$ cat src/rtl/temp_avg_pkg.sv
// Shared types and constants for the temperature averaging monitor.
package temp_avg_pkg;

    // BCD converter state encoding
    typedef enum logic [1:0] {
        ST_IDLE  = 2'd0,
        ST_SHIFT = 2'd1,
        ST_LOAD  = 2'd2
    } conv_state_t;

    // Active-low segment patterns, bit 6 = g ... bit 0 = a
    localparam logic [6:0] SEG_0     = 7'b1000000;
    localparam logic [6:0] SEG_1     = 7'b1111001;
    localparam logic [6:0] SEG_2     = 7'b0100100;
    localparam logic [6:0] SEG_3     = 7'b0110000;
    localparam logic [6:0] SEG_4     = 7'b0011001;
    localparam logic [6:0] SEG_5     = 7'b0010010;
    localparam logic [6:0] SEG_6     = 7'b0000010;
    localparam logic [6:0] SEG_7     = 7'b1111000;
    localparam logic [6:0] SEG_8     = 7'b0000000;
    localparam logic [6:0] SEG_9     = 7'b0011000;
    localparam logic [6:0] SEG_BLANK = 7'b1111111;
    localparam logic [6:0] SEG_F     = 7'b0001110;

    // Ceiling log2, usable in parameter expressions
    function automatic int clog2(input int value);
        int res;
        res = 0;
        for (int i = 0; i < 31; i++) begin
            if ((1 << i) < value) res = i + 1;
        end
        return res;
    endfunction

endpackage

$ cat src/rtl/bcd_to_seg7.sv
// One BCD digit to active-low 7-segment pattern; blank overrides the digit.
module bcd_to_seg7 import temp_avg_pkg::*; (
    input  logic [3:0] bcd,
    input  logic       blank,
    output logic [6:0] seg
);

    // Segment lookup; codes above 9 show 'F' so a corrupt digit is visible
    always_comb begin
        seg = SEG_F;
        if (blank) begin
            seg = SEG_BLANK;
        end else begin
            case (bcd)
                4'd0:    seg = SEG_0;
                4'd1:    seg = SEG_1;
                4'd2:    seg = SEG_2;
                4'd3:    seg = SEG_3;
                4'd4:    seg = SEG_4;
                4'd5:    seg = SEG_5;
                4'd6:    seg = SEG_6;
                4'd7:    seg = SEG_7;
                4'd8:    seg = SEG_8;
                4'd9:    seg = SEG_9;
                default: seg = SEG_F;
            endcase
        end
    end

endmodule

$ cat src/rtl/temp_avg_monitor.sv
// Per-channel sample store, running mean, and double-dabble BCD display driver.
//
// state    | meaning
// ST_IDLE  | display stable, waiting for a new average
// ST_SHIFT | shift-add-3 conversion, DATA_W cycles
// ST_LOAD  | copy BCD result to display, restart if an average is pending
module temp_avg_monitor import temp_avg_pkg::*; #(
    parameter int NUM_CH   = 4,
    parameter int DATA_W   = 10,
    parameter int DIGITS   = 4,
    parameter int BLANK_LZ = 1
) (
    input  logic                       clk,
    input  logic                       rst,
    input  logic [DATA_W-1:0]          sample,
    input  logic                       sample_vld,
    input  logic [NUM_CH-1:0]          select,
    output logic [NUM_CH*DATA_W-1:0]   ch_val,
    output logic [DATA_W-1:0]          avg,
    output logic                       avg_vld,
    output logic                       err_sel,
    output logic                       busy,
    output logic [7*DIGITS-1:0]        disp_drive
);

    localparam int LG    = clog2(NUM_CH);
    localparam int SUM_W = DATA_W + LG;
    localparam int BCD_W = 4 * DIGITS;
    localparam int CNT_W = clog2(DATA_W);

    logic [DATA_W-1:0] ch_q [NUM_CH];
    logic [DATA_W-1:0] ch_d [NUM_CH];
    logic [SUM_W-1:0]  sum_q, sum_d;
    logic              wr_q, wr_d;
    logic              err_q, err_d;
    logic [DATA_W-1:0] avg_q, avg_d;
    logic              avg_vld_q, avg_vld_d;
    logic              err_sel_q, err_sel_d;
    int                num_low;

    conv_state_t       state_q, state_d;
    logic [CNT_W-1:0]  cnt_q, cnt_d;
    logic [DATA_W-1:0] bin_q, bin_d;
    logic [BCD_W-1:0]  bcd_q, bcd_d, bcd_adj;
    logic              pend_q, pend_d;
    logic [BCD_W-1:0]  disp_q, disp_d;
    logic [DIGITS-1:0] blank;
    logic              upper_zero;

    // Select decode, channel write, and sum of the post-write channel values
    always_comb begin
        wr_d    = 1'b0;
        err_d   = 1'b0;
        sum_d   = '0;
        num_low = $countones(~select);
        for (int i = 0; i < NUM_CH; i++) ch_d[i] = ch_q[i];
        if (sample_vld && num_low == 1) begin
            wr_d = 1'b1;
            for (int i = 0; i < NUM_CH; i++) begin
                if (!select[i]) ch_d[i] = sample;
            end
        end else if (sample_vld && num_low > 1) begin
            err_d = 1'b1;
        end
        for (int i = 0; i < NUM_CH; i++) sum_d = sum_d + SUM_W'(ch_d[i]);
    end

    // Average and strobes follow the write by one edge
    always_comb begin
        avg_d     = wr_q ? DATA_W'(sum_q >> LG) : avg_q;
        avg_vld_d = wr_q;
        err_sel_d = err_q;
    end

    // Datapath registers
    always_ff @(posedge clk or posedge rst) begin
        if (rst) begin
            for (int i = 0; i < NUM_CH; i++) ch_q[i] <= '0;
            sum_q     <= '0;
            wr_q      <= 1'b0;
            err_q     <= 1'b0;
            avg_q     <= '0;
            avg_vld_q <= 1'b0;
            err_sel_q <= 1'b0;
        end else begin
            for (int i = 0; i < NUM_CH; i++) ch_q[i] <= ch_d[i];
            sum_q     <= sum_d;
            wr_q      <= wr_d;
            err_q     <= err_d;
            avg_q     <= avg_d;
            avg_vld_q <= avg_vld_d;
            err_sel_q <= err_sel_d;
        end
    end

    // Converter next-state; a new average during SHIFT is remembered and taken at LOAD
    always_comb begin
        state_d = state_q;
        cnt_d   = cnt_q;
        bin_d   = bin_q;
        bcd_d   = bcd_q;
        pend_d  = pend_q;
        disp_d  = disp_q;
        bcd_adj = bcd_q;
        for (int i = 0; i < DIGITS; i++) begin
            if (bcd_q[4*i +: 4] >= 4'd5) bcd_adj[4*i +: 4] = bcd_q[4*i +: 4] + 4'd3;
        end
        case (state_q)
            ST_IDLE: begin
                if (avg_vld_q) begin
                    state_d = ST_SHIFT;
                    bin_d   = avg_q;
                    bcd_d   = '0;
                    cnt_d   = CNT_W'(DATA_W - 1);
                end
            end
            ST_SHIFT: begin
                {bcd_d, bin_d} = {bcd_adj, bin_q} << 1;
                if (avg_vld_q) pend_d = 1'b1;
                if (cnt_q == '0) state_d = ST_LOAD;
                else             cnt_d   = cnt_q - CNT_W'(1);
            end
            ST_LOAD: begin
                disp_d = bcd_q;
                if (pend_q || avg_vld_q) begin
                    state_d = ST_SHIFT;
                    bin_d   = avg_q;
                    bcd_d   = '0;
                    cnt_d   = CNT_W'(DATA_W - 1);
                    pend_d  = 1'b0;
                end else begin
                    state_d = ST_IDLE;
                end
            end
            default: state_d = ST_IDLE;
        endcase
    end

    // Converter registers
    always_ff @(posedge clk or posedge rst) begin
        if (rst) begin
            state_q <= ST_IDLE;
            cnt_q   <= '0;
            bin_q   <= '0;
            bcd_q   <= '0;
            pend_q  <= 1'b0;
            disp_q  <= '0;
        end else begin
            state_q <= state_d;
            cnt_q   <= cnt_d;
            bin_q   <= bin_d;
            bcd_q   <= bcd_d;
            pend_q  <= pend_d;
            disp_q  <= disp_d;
        end
    end

    // Leading-zero blanking scans from the top digit down; units never blank
    always_comb begin
        blank      = '0;
        upper_zero = 1'b1;
        for (int i = DIGITS - 1; i > 0; i--) begin
            upper_zero = upper_zero && (disp_q[4*i +: 4] == 4'd0);
            blank[i]   = (BLANK_LZ != 0) && upper_zero;
        end
    end

    // Flatten channel registers onto the output bus
    always_comb begin
        for (int i = 0; i < NUM_CH; i++) ch_val[i*DATA_W +: DATA_W] = ch_q[i];
    end

    for (genvar g = 0; g < DIGITS; g++) begin : g_digit
        bcd_to_seg7 u_seg (
            .bcd   (disp_q[4*g +: 4]),
            .blank (blank[g]),
            .seg   (disp_drive[7*g +: 7])
        );
    end

    assign avg     = avg_q;
    assign avg_vld = avg_vld_q;
    assign err_sel = err_sel_q;
    assign busy    = (state_q != ST_IDLE);

endmodule
$ cat config.mk
export PLATFORM = sky130hd
export DESIGN_NAME = temp_avg_monitor
export DESIGN_NICKNAME = d
export VERILOG_FILES = /design/src/rtl/temp_avg_pkg.sv /design/src/rtl/bcd_to_seg7.sv /design/src/rtl/temp_avg_monitor.sv
export SDC_FILE = /design/constraint.sdc
export NUM_CORES = 1
export LEC_CHECK = 0
export ABC_AREA = 0
export CAP_MARGIN = 5
export CORE_ASPECT_RATIO = 1.4
export CORE_MARGIN = 2
export CORE_UTILIZATION = 42
export DETAILED_ROUTE_END_ITERATION = 12
export GPL_TIMING_DRIVEN = 0
export HOLD_SLACK_MARGIN = 0.08
export PLACE_DENSITY = 0.76
export SLEW_MARGIN = 25
export SYNTH_ARGS = -nofsm -noshare
export SYNTH_HDL_FRONTEND = slang
export SYNTH_SLANG_ARGS = --single-unit
$ cat constraint.sdc
create_clock -name clk -period 5.1 [get_ports clk]
set_input_delay 1.02 -clock clk [delete_from_list [all_inputs] [get_ports clk]]
set_output_delay 1.02 -clock clk [all_outputs]
set_load 0.02 [all_outputs]
# Word-level counts from Yosys, hierarchy flattened
# Memories as Yosys holds them, arrays and structs flattened.
# Cells that the tools add are included.
totals:
  regBits: 115
  latchBits: 0
  ram_bits: 0
  romBits: 448
  output_inout_bits: 81
  mem_count: 4
op_classes:
  addsub: 11
  mul: 0
  div: 0
  n_lt_le_gt_ge: 5
  eq_ne: 8
  shift: 0
  n_mux: 32
  bitwise: 1
  n_reduce_logical: 17
mem_list:
  columns: ["memory", "words", "width", "rd", "rd_ports_with_merged_regs", "write_ports", "line_no", "rtl"]
  rows:
  - ["(no name shown)", 16, 7, 1, 0, 0, "bcd_to_seg7.sv:14", "case (bcd)"]
  - ["(no name shown)", 16, 7, 1, 0, 0, "bcd_to_seg7.sv:14", null]
  - ["(no name shown)", 16, 7, 1, 0, 0, "bcd_to_seg7.sv:14", null]
  - ["(no name shown)", 16, 7, 1, 0, 0, "bcd_to_seg7.sv:14", null]
op_table:
  columns: ["cell", "n"]
  rows:
  - ["10-bit two-way mux", 6]
  - ["16-bit case mux with 3 select lines", 1]
  - ["40-bit two-way mux", 1]
  - ["16-bit two-way mux", 2]
  - ["10-bit case mux with 3 select lines", 1]
  - ["4-bit two-way mux", 6]
  - ["7-bit two-way mux", 3]
  - ["4-bit by 3-bit greater-or-equal comparator with 1-bit output (second input constant)", 4]
  - ["4-bit logical NOT", 4]
  - ["11-bit by 10-bit adder with 12-bit output", 1]
  - ["12-bit by 10-bit adder with 12-bit output", 1]
  - ["4-bit by 2-bit adder with 4-bit output (second input constant)", 3]
  - ["4-bit case mux with 3 select lines", 1]
  - ["10-bit by 10-bit adder with 11-bit output", 1]
  - ["2-bit != test (second input constant)", 5]
  - ["1-bit two-way mux", 6]
  - ["2-bit case mux with 3 select lines", 1]
  - ["3-bit AND reduction", 2]
  - ["1-bit by 1-bit adder with 2-bit output", 2]
  - ["1-bit logical AND", 4]
  - ["2-bit two-way mux", 2]
  - ["4-bit NOT", 1]
  - ["4-bit AND reduction", 1]
  - ["2-bit nonzero test", 2]
  - ["13 further kinds", 13]

# Logic depth before layout (Yosys ltp)
# Gate-level depths: netlist of the first run.
depth:
  depth_word: 9
  ltp_mapped: 20
  depth_no_buf: 19

# Cells and area by module
# A second synthesis of the first run with hierarchy kept.
hier_totals:
  hier_cells: 605
  area_unflattened_um2: 6567.5
modules_own_cells:
  columns: ["module", "instances", "cells_each", "area_per_inst_um2", "seq_area_each_um2"]
  rows:
  - ["temp_avg_monitor", 1, 469, 5562.8, 2827.7]
  - ["bcd_to_seg7 (g_digit[0].u_seg ...)", 3, 34, 251.5, 0.0]
  - ["bcd_to_seg7 (g_digit[2].u_seg)", 1, 34, 250.2, 0.0]

# Worst setup path after synthesis of the first run
# OpenSTA, ideal clock, no wires.
synth_timing:
  path_type: "input to register"
  start: "in select[0]"
  end: "reg sum_q[7]"
  setup_time_ns: 0.070
  t_arrival_ns: 5.303
  path_slack_ns: -0.273
  cell_stages: 19
  n_path_buf: 1
  cell_sequence: "fa_1 -> inv_1 -> ha_1 -> inv_1 -> ha_1 -> nand4bb_1 -> buf_6 -> nor2_4 -> mux2_2 -> fa_1 -> inv_1 -> fa_1 -> inv_1 -> ha_1 -> nor2b_1 -> o21ai_2 -> a21boi_1 -> or4b_1 -> nand4_1"
synth_lines:
  columns: ["element", "line_no", "rtl"]
  rows:
  - ["start: declaration", "temp_avg_monitor.sv:17", "input logic [NUM_CH-1:0] select,"]
  - ["end signal: assignment", "temp_avg_monitor.sv:87", "sum_q <= sum_d;"]
  - ["end: declaration", "temp_avg_monitor.sv:33", "logic [SUM_W-1:0] sum_q, sum_d;"]

==> results of run 1 <==
## worst paths after layout
path / to / slack, ps / from
min in group asynchronous: ch_val[33] / 1040 / rst
max reg2reg: sum_q[8] / 1910 / ch_val[23]
min reg2reg: err_sel / 350 / err_q
max: sum_q[8] / -80 / select[3]
min: err_sel / 350 / err_q
max in group asynchronous: bcd_q[6] / 3360 / rst
## logic make-up (layout without fill, tap and decap cells)
logic type | Yosys count | count (layout)
AOI/OAI and AO/OA | 113 | 113
buffers and inverters | 103 | 254
adders and majority gates | 62 | 62
muxes | 65 | 65
and+or+nand+nor | 150 | 150
DFF | 113 | 113
xor gates and xnor gates | 15 | 15
## state kept, by name, summed over array words and instances, names as in the netlist
| signal | flops |
|---|---|
| err_sel | 1 |
| state_q | 2 |
| ch_val | 40 |
| avg_vld_d | 1 |
| bcd_q | 16 |
| bin_q | 10 |
| avg | 10 |
| avg_vld | 1 |
| pend_q | 1 |
| sum_q | 10 |
| cnt_q | 4 |
| err_q | 1 |
| disp_q | 16 |
## layer usage
metal / vias up / global-route usage / part of all wire
met5: - / 0 / 0
met4: 0 / 0.0558 / 0.013
met3: 15 / 0.0558 / 0.047
met2: 105 / 0.334 / 0.53
met1: 2314 / 0.205 / 0.41
li1: 2371 / - / -
## what timing repair did
action	CTS	global route
hold buffers	0	0
gates resized for setup	40	8
endpoints found under the setup margin	10	7
buffers inserted	18	3
pin swaps	29	13
## cell usage after synthesis (2+ instances only)
library cell | instances | area, µm²
a211oi_1 | 3 | 22.5
a21oi_1 | 29 | 145
a31oi_1 | 11 | 68.8
a32o_1 | 4 | 40.0
and3_1 | 2 | 12.5
buf_1 | 2 | 7.51
buf_2 | 6 | 30.0
clkbuf_1 | 14 | 52.6
dfrtp_1 | 113 | 2830
fa_1 | 21 | 420
ha_1 | 41 | 513
inv_1 | 78 | 293
mux2_2 | 55 | 619
mux2i_1 | 9 | 90.1
nand2_1 | 53 | 199
nand2b_1 | 10 | 62.6
nand3_1 | 14 | 70.1
nand3b_1 | 3 | 22.5
nand4_1 | 3 | 18.8
nand4b_1 | 2 | 17.5
nor2_1 | 41 | 154
nor2_4 | 4 | 45.0
nor2b_1 | 4 | 25.0
nor3_1 | 3 | 15.0
nor3b_1 | 2 | 15.0
o211ai_1 | 2 | 15.0
o21ai_0 | 43 | 215
o21ai_2 | 2 | 17.5
o22ai_1 | 3 | 18.8
o31ai_1 | 6 | 45.0
o32ai_1 | 2 | 17.5
or2_2 | 2 | 12.5
xnor2_1 | 10 | 87.6
xor2_1 | 5 | 43.8
## cells in the final DEF (no fill, tap or decap), drive strengths merged, types with 4 or more instances in the layout
master and instances:
clkinv 7, a32o 4, a21oi 29, nand2 53, xor2 5, nand2b 10, a31oi 11, nor2 45
inv 79, clkdlybuf4s50 94, mux2 56, fa 21, ha 41, clkinvlp 6, nor2b 4, xnor2 10
o21ai 46, clkbuf 32, o31ai 6, nand3 14, buf 35, mux2i 9, dfrtp 113
## through the flow
step                 util  area [µm²]  TNS (ps)  cells
finish              0.576        8640      -147    964
global route        0.576        8640      -872    964
CTS                 0.572        8580         0    961
detailed placement  0.517        7750     -9260    911
global placement    0.515        7720    -74820    910
floorplan               -        6510      -372    621
## cell type report
cell class / instances / area share
Sequential cell: 113 / 0.327
Clock buffer: 18 / 0.0497
Timing Repair Buffer: 119 / 0.140
Clock inverter: 14 / 0.0158
Buffer: 24 / 0.0126
Tap cell: 192 / 0.0278
Inverter: 79 / 0.0350
Multi-Input combinational cell: 405 / 0.392
## worst max-delay path, cell delays in order
cell,delay [ps]
buf_8,100
fa_1,540
inv_1,60
ha_2,180
inv_2,70
ha_4,190
nand4bb_1,200
buf_6,160
nor2_4,180
buf_6,120
mux2_4,300
fa_1,500
inv_2,40
fa_1,550
inv_2,50
ha_4,280
and4b_2,270
o211ai_1,130
a31oi_2,280
o21ai_1,110
xnor2_1,130
==> out/qor.csv, run 1 <==
metric,value,unit
share of synthesized area spent on multiplexers,0.112,
synth-to-layout area growth,34.4,%
share of post-route cells with drive strength above 1,0.201,
average cell area after synthesis,10.4,µm²
syn_nets,700,
violations in the final reports,negative setup slack,
pin count of the biggest net entering global routing,62,
count of input and output buffers,97,
ANT cells,0,
CTS H-tree lvls,4,
data arrival at the endpoint of the critical path,5470,ps
"crit path setup slack, layout",-76.7,ps
count of final setup violators,5,
most used flip-flop cell after synthesis,dfrtp_1,
Required @ worst endpoint,5390,ps
max_cap viols,0,
num rows,53,
Die W,109,µm
number of nets still failing antenna checks after routing,0,
post-synthesis cell type count,53,
total detailed-routing wirelength,14000,µm
count of mapped cells out of synthesis,621,
via count of the first global-routing pass,4930,
period utilization,1.02,
type of the setup path with the least slack,input pin to register,
clock sink count,113,
count of pins on the block boundary,98,
Fin Clk Skew,9.90,ps
XOR/XNOR share of the synthesized area,0.0204,
post-route worst hold slack,355,ps
Critical Path Source Type,input pin,
complex-gate fraction of the synthesized area,0.104,
number of enable flip-flop cells after synthesis,0,
routability cong.,0.781,
fill cell total of the finished layout,1264,
slew at the pin closest to its max-slew limit,582,ps
half-perimeter wire length of the detailed placement result,9720,µm
initial antenna violation count,0,
number of design rule violations left after detail routing,0,
fin nets,838,
root buffer cell,clkbuf_16,
Inserted Clock Buffers,17,
initial cell density of the core,0.429,
Crit. End Element,register,
pre-CTS setup slack,-1180,ps
Register-to-Register Path Depth,11,
gr ovfl total,0,
outcome,"complete, but fails checks",
final hold viol count,0,
combinational family with the most area after synthesis,adder cells,
"Clk pin slew, worst setup/hold paths",60,ps
global-route wire length before repair,23600,µm
Clock Tree Buf Depth,2,
worst-skew pair later-pin latency,410,ps
Post-Synth Simple-Gate Area,0.115,
worst-path maximum fanout,4,
"Slew Viols, Final",0,
All-Layer GR Usage,0.184,
Max Fclk,193,MHz
"share of synthesized cell area in full adder, half adder and majority cells",0.145,
overall die height,150,µm
drt wl/cell,14.6,µm
share of the yosys chip area belonging to registers,0.440,
CTS tree,built,
Via density,4.98,
vias,4805,
detailed router's first-iteration violation count,258,
Yosys reg bits,113,
post-synthesis cell area,6430,µm²
path class of the lowest-slack min-delay path,register to register,
die area,16300,µm²
RSZ-0062 raised after global routing,true,
core region area,15000,µm²
Seq. cell area,2830,µm²
Hold Crit Depth,0,
tightest slew margin relative to the limit,0.612,
multi-input logic area,3390,µm²
Async SR Flop Fraction,1.00,
Initial DRT Pass Iterations,5,
final critical-path required period,5180,ps
total of warnings raised by yosys,0,
Power of run 1 is left out: the tool's default activity adds up to more than one toggle a clock period on the data nets, which glitch-free logic cannot reach.
==> run 2, diff against run 1 <==
--- a/config.mk
+++ b/config.mk
@@ -13,7 +13,7 @@
 export DETAILED_ROUTE_END_ITERATION = 12
 export GPL_TIMING_DRIVEN = 0
 export HOLD_SLACK_MARGIN = 0.08
-export PLACE_DENSITY = 0.76
+export PLACE_DENSITY = 0.78
 export SLEW_MARGIN = 25
 export SYNTH_ARGS = -nofsm -noshare
 export SYNTH_HDL_FRONTEND = slang
==> constraint.sdc (replaced) <==
create_clock -name clk -period 4.45 [get_ports clk]
set_input_delay 0.89 -clock clk [delete_from_list [all_inputs] [get_ports clk]]
set_output_delay 0.89 -clock clk [all_outputs]
set_load 0.02 [all_outputs]
==> out/qor.csv, run 2 (synthesized netlist as in run 1, its figures left out) <==
metric,value,unit
share of post-route cells with drive strength above 1,0.217,
worst-skew pair later-pin latency,420,ps
count of input and output buffers,97,
All-Layer GR Usage,0.195,
root buffer cell,clkbuf_16,
synth-to-layout area growth,37.9,%
global-route wire length before repair,24800,µm
RSZ-0062 raised after global routing,true,
Die W,109,µm
initial antenna violation count,0,
total of hold buffers inserted after clock tree synthesis,0,
num rows,53,
worst-path maximum fanout,4,
vias,4967,
final hold viol count,0,
ANT cells,0,
type of the setup path with the least slack,input pin to register,
pin count of the biggest net entering global routing,77,
"most common cell after layout, fill and taps aside",dfrtp_1,
tightest slew margin relative to the limit,0.626,
outcome,"complete, but fails checks",
detailed router's first-iteration violation count,262,
path class of the lowest-slack min-delay path,register to register,
"leading cell types in the layout, fill and taps excluded","113 x dfrtp_1, 94 x clkdlybuf4s50_1, 71 x inv_1, 53 x nand2_1, 43 x mux2_2",
overall die height,150,µm
total detailed-routing wirelength,15200,µm
number of nets still failing antenna checks after routing,0,
die area,16300,µm²
half-perimeter wire length of the detailed placement result,10000,µm
CTS H-tree lvls,4,
Clock Tree Buf Depth,2,
gr ovfl total,0,
period utilization,1.12,
data arrival at the endpoint of the critical path,5260,ps
utilization of the core after routing,0.591,
Worst path max stage delay,530,ps
slew at the pin closest to its max-slew limit,560,ps
Required @ worst endpoint,4740,ps
clock sink count,113,
Initial DRT Pass Iterations,4,
CTS tree,built,
"Slew Viols, Final",0,
Crit. End Element,register,
Via density,5.10,
number of design rule violations left after detail routing,0,
"Cell Chain, Critical Path",buf_12 > fa_1 > inv_1 > ha_2 > inv_2 > ha_4 > nand4bb_1 > buf_6 > nor2_4 > buf_4 > mux2_4 > fa_1 > inv_1 > fa_2 > buf_4 > fa_2 > nor2b_4 > o21ai_4 > a21boi_2 > buf_4 > o31ai_4 > xnor2_1,
initial cell density of the core,0.429,
count of pins on the block boundary,98,
Max Fclk,201,MHz
core region area,15000,µm²
Largest register FFs,40,
max_cap viols,0,
via count of the first global-routing pass,5156,
count of final setup violators,9,
slowest CP cell,fa_1,
final critical-path required period,4970,ps
Critical Path Source Type,input pin,
Fin Clk Skew,11.4,ps
drt wl/cell,15.6,µm
fin nets,848,
"Clk pin slew, worst setup/hold paths",60,ps
routability cong.,0.799,
cell with the most instances on the worst path,buf_4,
"crit path setup slack, layout",-523,ps
violations in the final reports,negative setup slack,
Inserted Clock Buffers,17,
==> run 2: cell types whose count changed in the layout (fill, tap and decap cells not counted), moves of 2 or more <==
cell        change
buf_12          +2
buf_4           +6
bufinv_16       +4
clkbuf_8        +2
clkinv_2        +2
clkinv_4        -5
clkinvlp_4      -2
mux2_2          -2
mux2_4          +2
==> run 2: worst max-delay path, delay by kind of cell <==
kind | cells | cell delay, ps
buf+inv | 8 | 950
xor+xnor | 1 | 130
simple gates | 3 | 490
fa+ha+maj | 6 | 2170
mux | 1 | 310
compound gates | 3 | 330
==> run 2: timing repair <==
action,in CTS,in global routing
setup buffers,26,5
setup endpoints to repair,10,10
resized for setup,44,13
pin swaps,32,19
==> run 2: layout make-up <==
class	instances	area, µm²
Buffer	24	109
Tap cell	192	240
Inverter	79	303
Fill cell	1244	6120
Timing Repair Buffer	129	1310
Sequential cell	113	2830
Clock buffer	19	453
Multi-Input combinational cell	405	3410
Clock inverter	13	208
==> run 2: metal layers <==
layer / track usage / routed length (µm)
met1: 0.208 / 5860
met5: 0 / 0
met4: 0.0705 / 297
met3: 0.0494 / 647
met2: 0.364 / 8340
==> run 2: final timing paths <==
check                      cells past startpoint  startpoint   endpoint  slack (ps)
max                                           22   select[0]   sum_q[9]        -520
min                                            0       err_q    err_sel         350
max reg2reg                                   11  ch_val[32]   sum_q[8]        1310
min reg2reg                                    0       err_q    err_sel         350
max in group asynchronous                      3         rst  disp_q[7]        2900
min in group asynchronous                      2         rst  disp_q[1]         840
==> run 2: metrics by stage <==
stage	hold WS (ps)	worst slack, ps	instances	TNS (ps)	area, µm²
6_report	352	-523	974	-3610	8860
4_1_cts	350	-500	969	-3380	8770
3_3_place_gp	334	-1610	910	-136800	7720
2_1_floorplan	331	-620	621	-4520	6510
5_1_grt	358	-682	974	-4990	8860
3_5_place_dp	337	-1720	911	-14640	7750
Power of run 2 is left out for the same reason.
==> run 3, diff against run 2 <==
--- a/config.mk
+++ b/config.mk
@@ -14,6 +14,7 @@
 export GPL_TIMING_DRIVEN = 0
 export HOLD_SLACK_MARGIN = 0.08
 export PLACE_DENSITY = 0.78
+export SKIP_CTS_REPAIR_TIMING = 1
 export SLEW_MARGIN = 25
 export SYNTH_ARGS = -nofsm -noshare
 export SYNTH_HDL_FRONTEND = slang
==> out/qor.csv, run 3 (synthesized netlist as in run 1, its figures left out) <==
metric,value,unit
path class of the lowest-slack min-delay path,register to register,
Max Fclk,198,MHz
pin count of the biggest net entering global routing,77,
tightest slew margin relative to the limit,0.622,
total detailed-routing wirelength,14800,µm
met2 GRT Util,0.337,
ANT cells,0,
worst-path maximum fanout,5,
met1 global-route usage,0.201,
"Cell Chain, Critical Path",buf_8 > fa_1 > inv_2 > ha_4 > inv_2 > ha_4 > nand4bb_1 > buf_6 > nor2_4 > buf_12 > mux2_4 > fa_1 > inv_2 > fa_1 > inv_2 > ha_4 > and4b_2 > nand4b_1 > a31oi_2 > o21ai_1 > xnor2_1,
Die W,109,µm
count of final setup violators,9,
"Clk pin slew, worst setup/hold paths",60,ps
post-route insts no fill,965,
"leading cell types in the layout, fill and taps excluded","113 x dfrtp_1, 94 x clkdlybuf4s50_1, 70 x inv_1, 53 x nand2_1, 45 x mux2_2",
post-route worst hold slack,349,ps
met3 track demand over resource,0.0485,
outcome,"complete, but fails checks",
clock sink count,113,
worst setup path startpoint,select[1],
initial cell density of the core,0.429,
All-Layer GR Usage,0.183,
initial antenna violation count,0,
Initial DRT Pass Iterations,5,
violations in the final reports,negative setup slack,
Required @ worst endpoint,4750,ps
count of input and output buffers,97,
end point of the critical path,sum_q[8],
Largest register FFs,40,
FF-to-FF End,sum_q[8],
total placed cells including tap cells,911,
data arrival at the endpoint of the critical path,5350,ps
global-route wire length before repair,23300,µm
"crit path setup slack, layout",-600,ps
"Slew Viols, Final",0,
routability cong.,0.799,
Critical Path Source Type,input pin,
Worst path max stage delay,540,ps
Inserted Clock Buffers,17,
vias,4906,
reg-to-reg critical path startpoint,ch_val[23],
Fin Clk Skew,10.8,ps
cell with the most instances on the worst path,inv_2,
overall die height,150,µm
core region area,15000,µm²
fin nets,839,
gr ovfl total,0,
via count of the first global-routing pass,4889,
final critical-path required period,5050,ps
root buffer cell,clkbuf_16,
utilization of the core after routing,0.586,
CTS H-tree lvls,4,
worst-skew pair later-pin latency,420,ps
RSZ-0062 raised after global routing,true,
"most common cell after layout, fill and taps aside",dfrtp_1,
slew at the pin closest to its max-slew limit,567,ps
number of design rule violations left after detail routing,0,
final hold viol count,0,
count of pins on the block boundary,98,
drt wl/cell,15.3,µm
Via density,5.08,
max_cap viols,0,
period utilization,1.13,
die area,16300,µm²
Register-to-Register Path Depth,11,
detailed router's first-iteration violation count,257,
share of post-route cells with drive strength above 1,0.210,
FF-to-FF setup slack,1260,ps
CTS tree,built,
Crit. End Element,register,
num rows,53,
number of nets still failing antenna checks after routing,0,
highest-utilization routing layer at the global route stage,met2,
type of the setup path with the least slack,input pin to register,
Clock Tree Buf Depth,2,
half-perimeter wire length of the detailed placement result,10000,µm
synth-to-layout area growth,36.6,%
slowest CP cell,fa_1,
==> run 3: cell types whose count changed in the layout (fill, tap and decap cells not counted), sizes merged <==
cell,previous run,this run
buf,45,34
clkbuf,33,35
==> run 3: through the flow <==
stage	TNS (ps)	worst slack [ps]	area, µm²
final	-4090	-600	8780
after global routing	-5540	-755	8780
after CTS	-10560	-1320	8410
after detailed placement	-14640	-1720	7750
after global placement	-136800	-1610	7720
after floorplan	-4520	-620	6510
==> run 3: routing by layer <==
metal  wire [µm]  vias up
met1        5760     2391
met2        8030      119
li1            -     2372
met4         291        0
met3         680       24
met5           0        -
==> run 3: final cells by class <==
class | count | area [µm²]
Timing Repair Buffer | 120 | 1230
Buffer | 24 | 109
Tap cell | 192 | 240
Inverter | 79 | 303
Clock buffer | 19 | 453
Fill cell | 1248 | 6200
Clock inverter | 13 | 208
Sequential cell | 113 | 2830
Multi-Input combinational cell | 405 | 3410
==> run 3: how the worst min path moves through the flow <==
stage          startpoint      end  slack, ps  depth (start not counted)
2_1_floorplan       err_q  err_sel        330                          0
3_3_place_gp        err_q  err_sel        330                          0
3_5_place_dp        err_q  err_sel        340                          0
4_1_cts             err_q  err_sel        350                          0
5_1_grt             err_q  err_sel        360                          0
6_report            err_q  err_sel        350                          0
==> run 3: critical path: cells and delay by family <==
| kind | cells | cell delay (ps) |
|---|---|---|
| AO/OA/AOI/OAI | 2 | 320 |
| XOR/XNOR | 1 | 120 |
| adder cells (fa/ha/maj) | 6 | 2220 |
| buffers and inverters | 7 | 610 |
| multiplexers | 1 | 310 |
| AND/OR/NAND/NOR | 4 | 860 |
Power of run 3 is left out for the same reason.
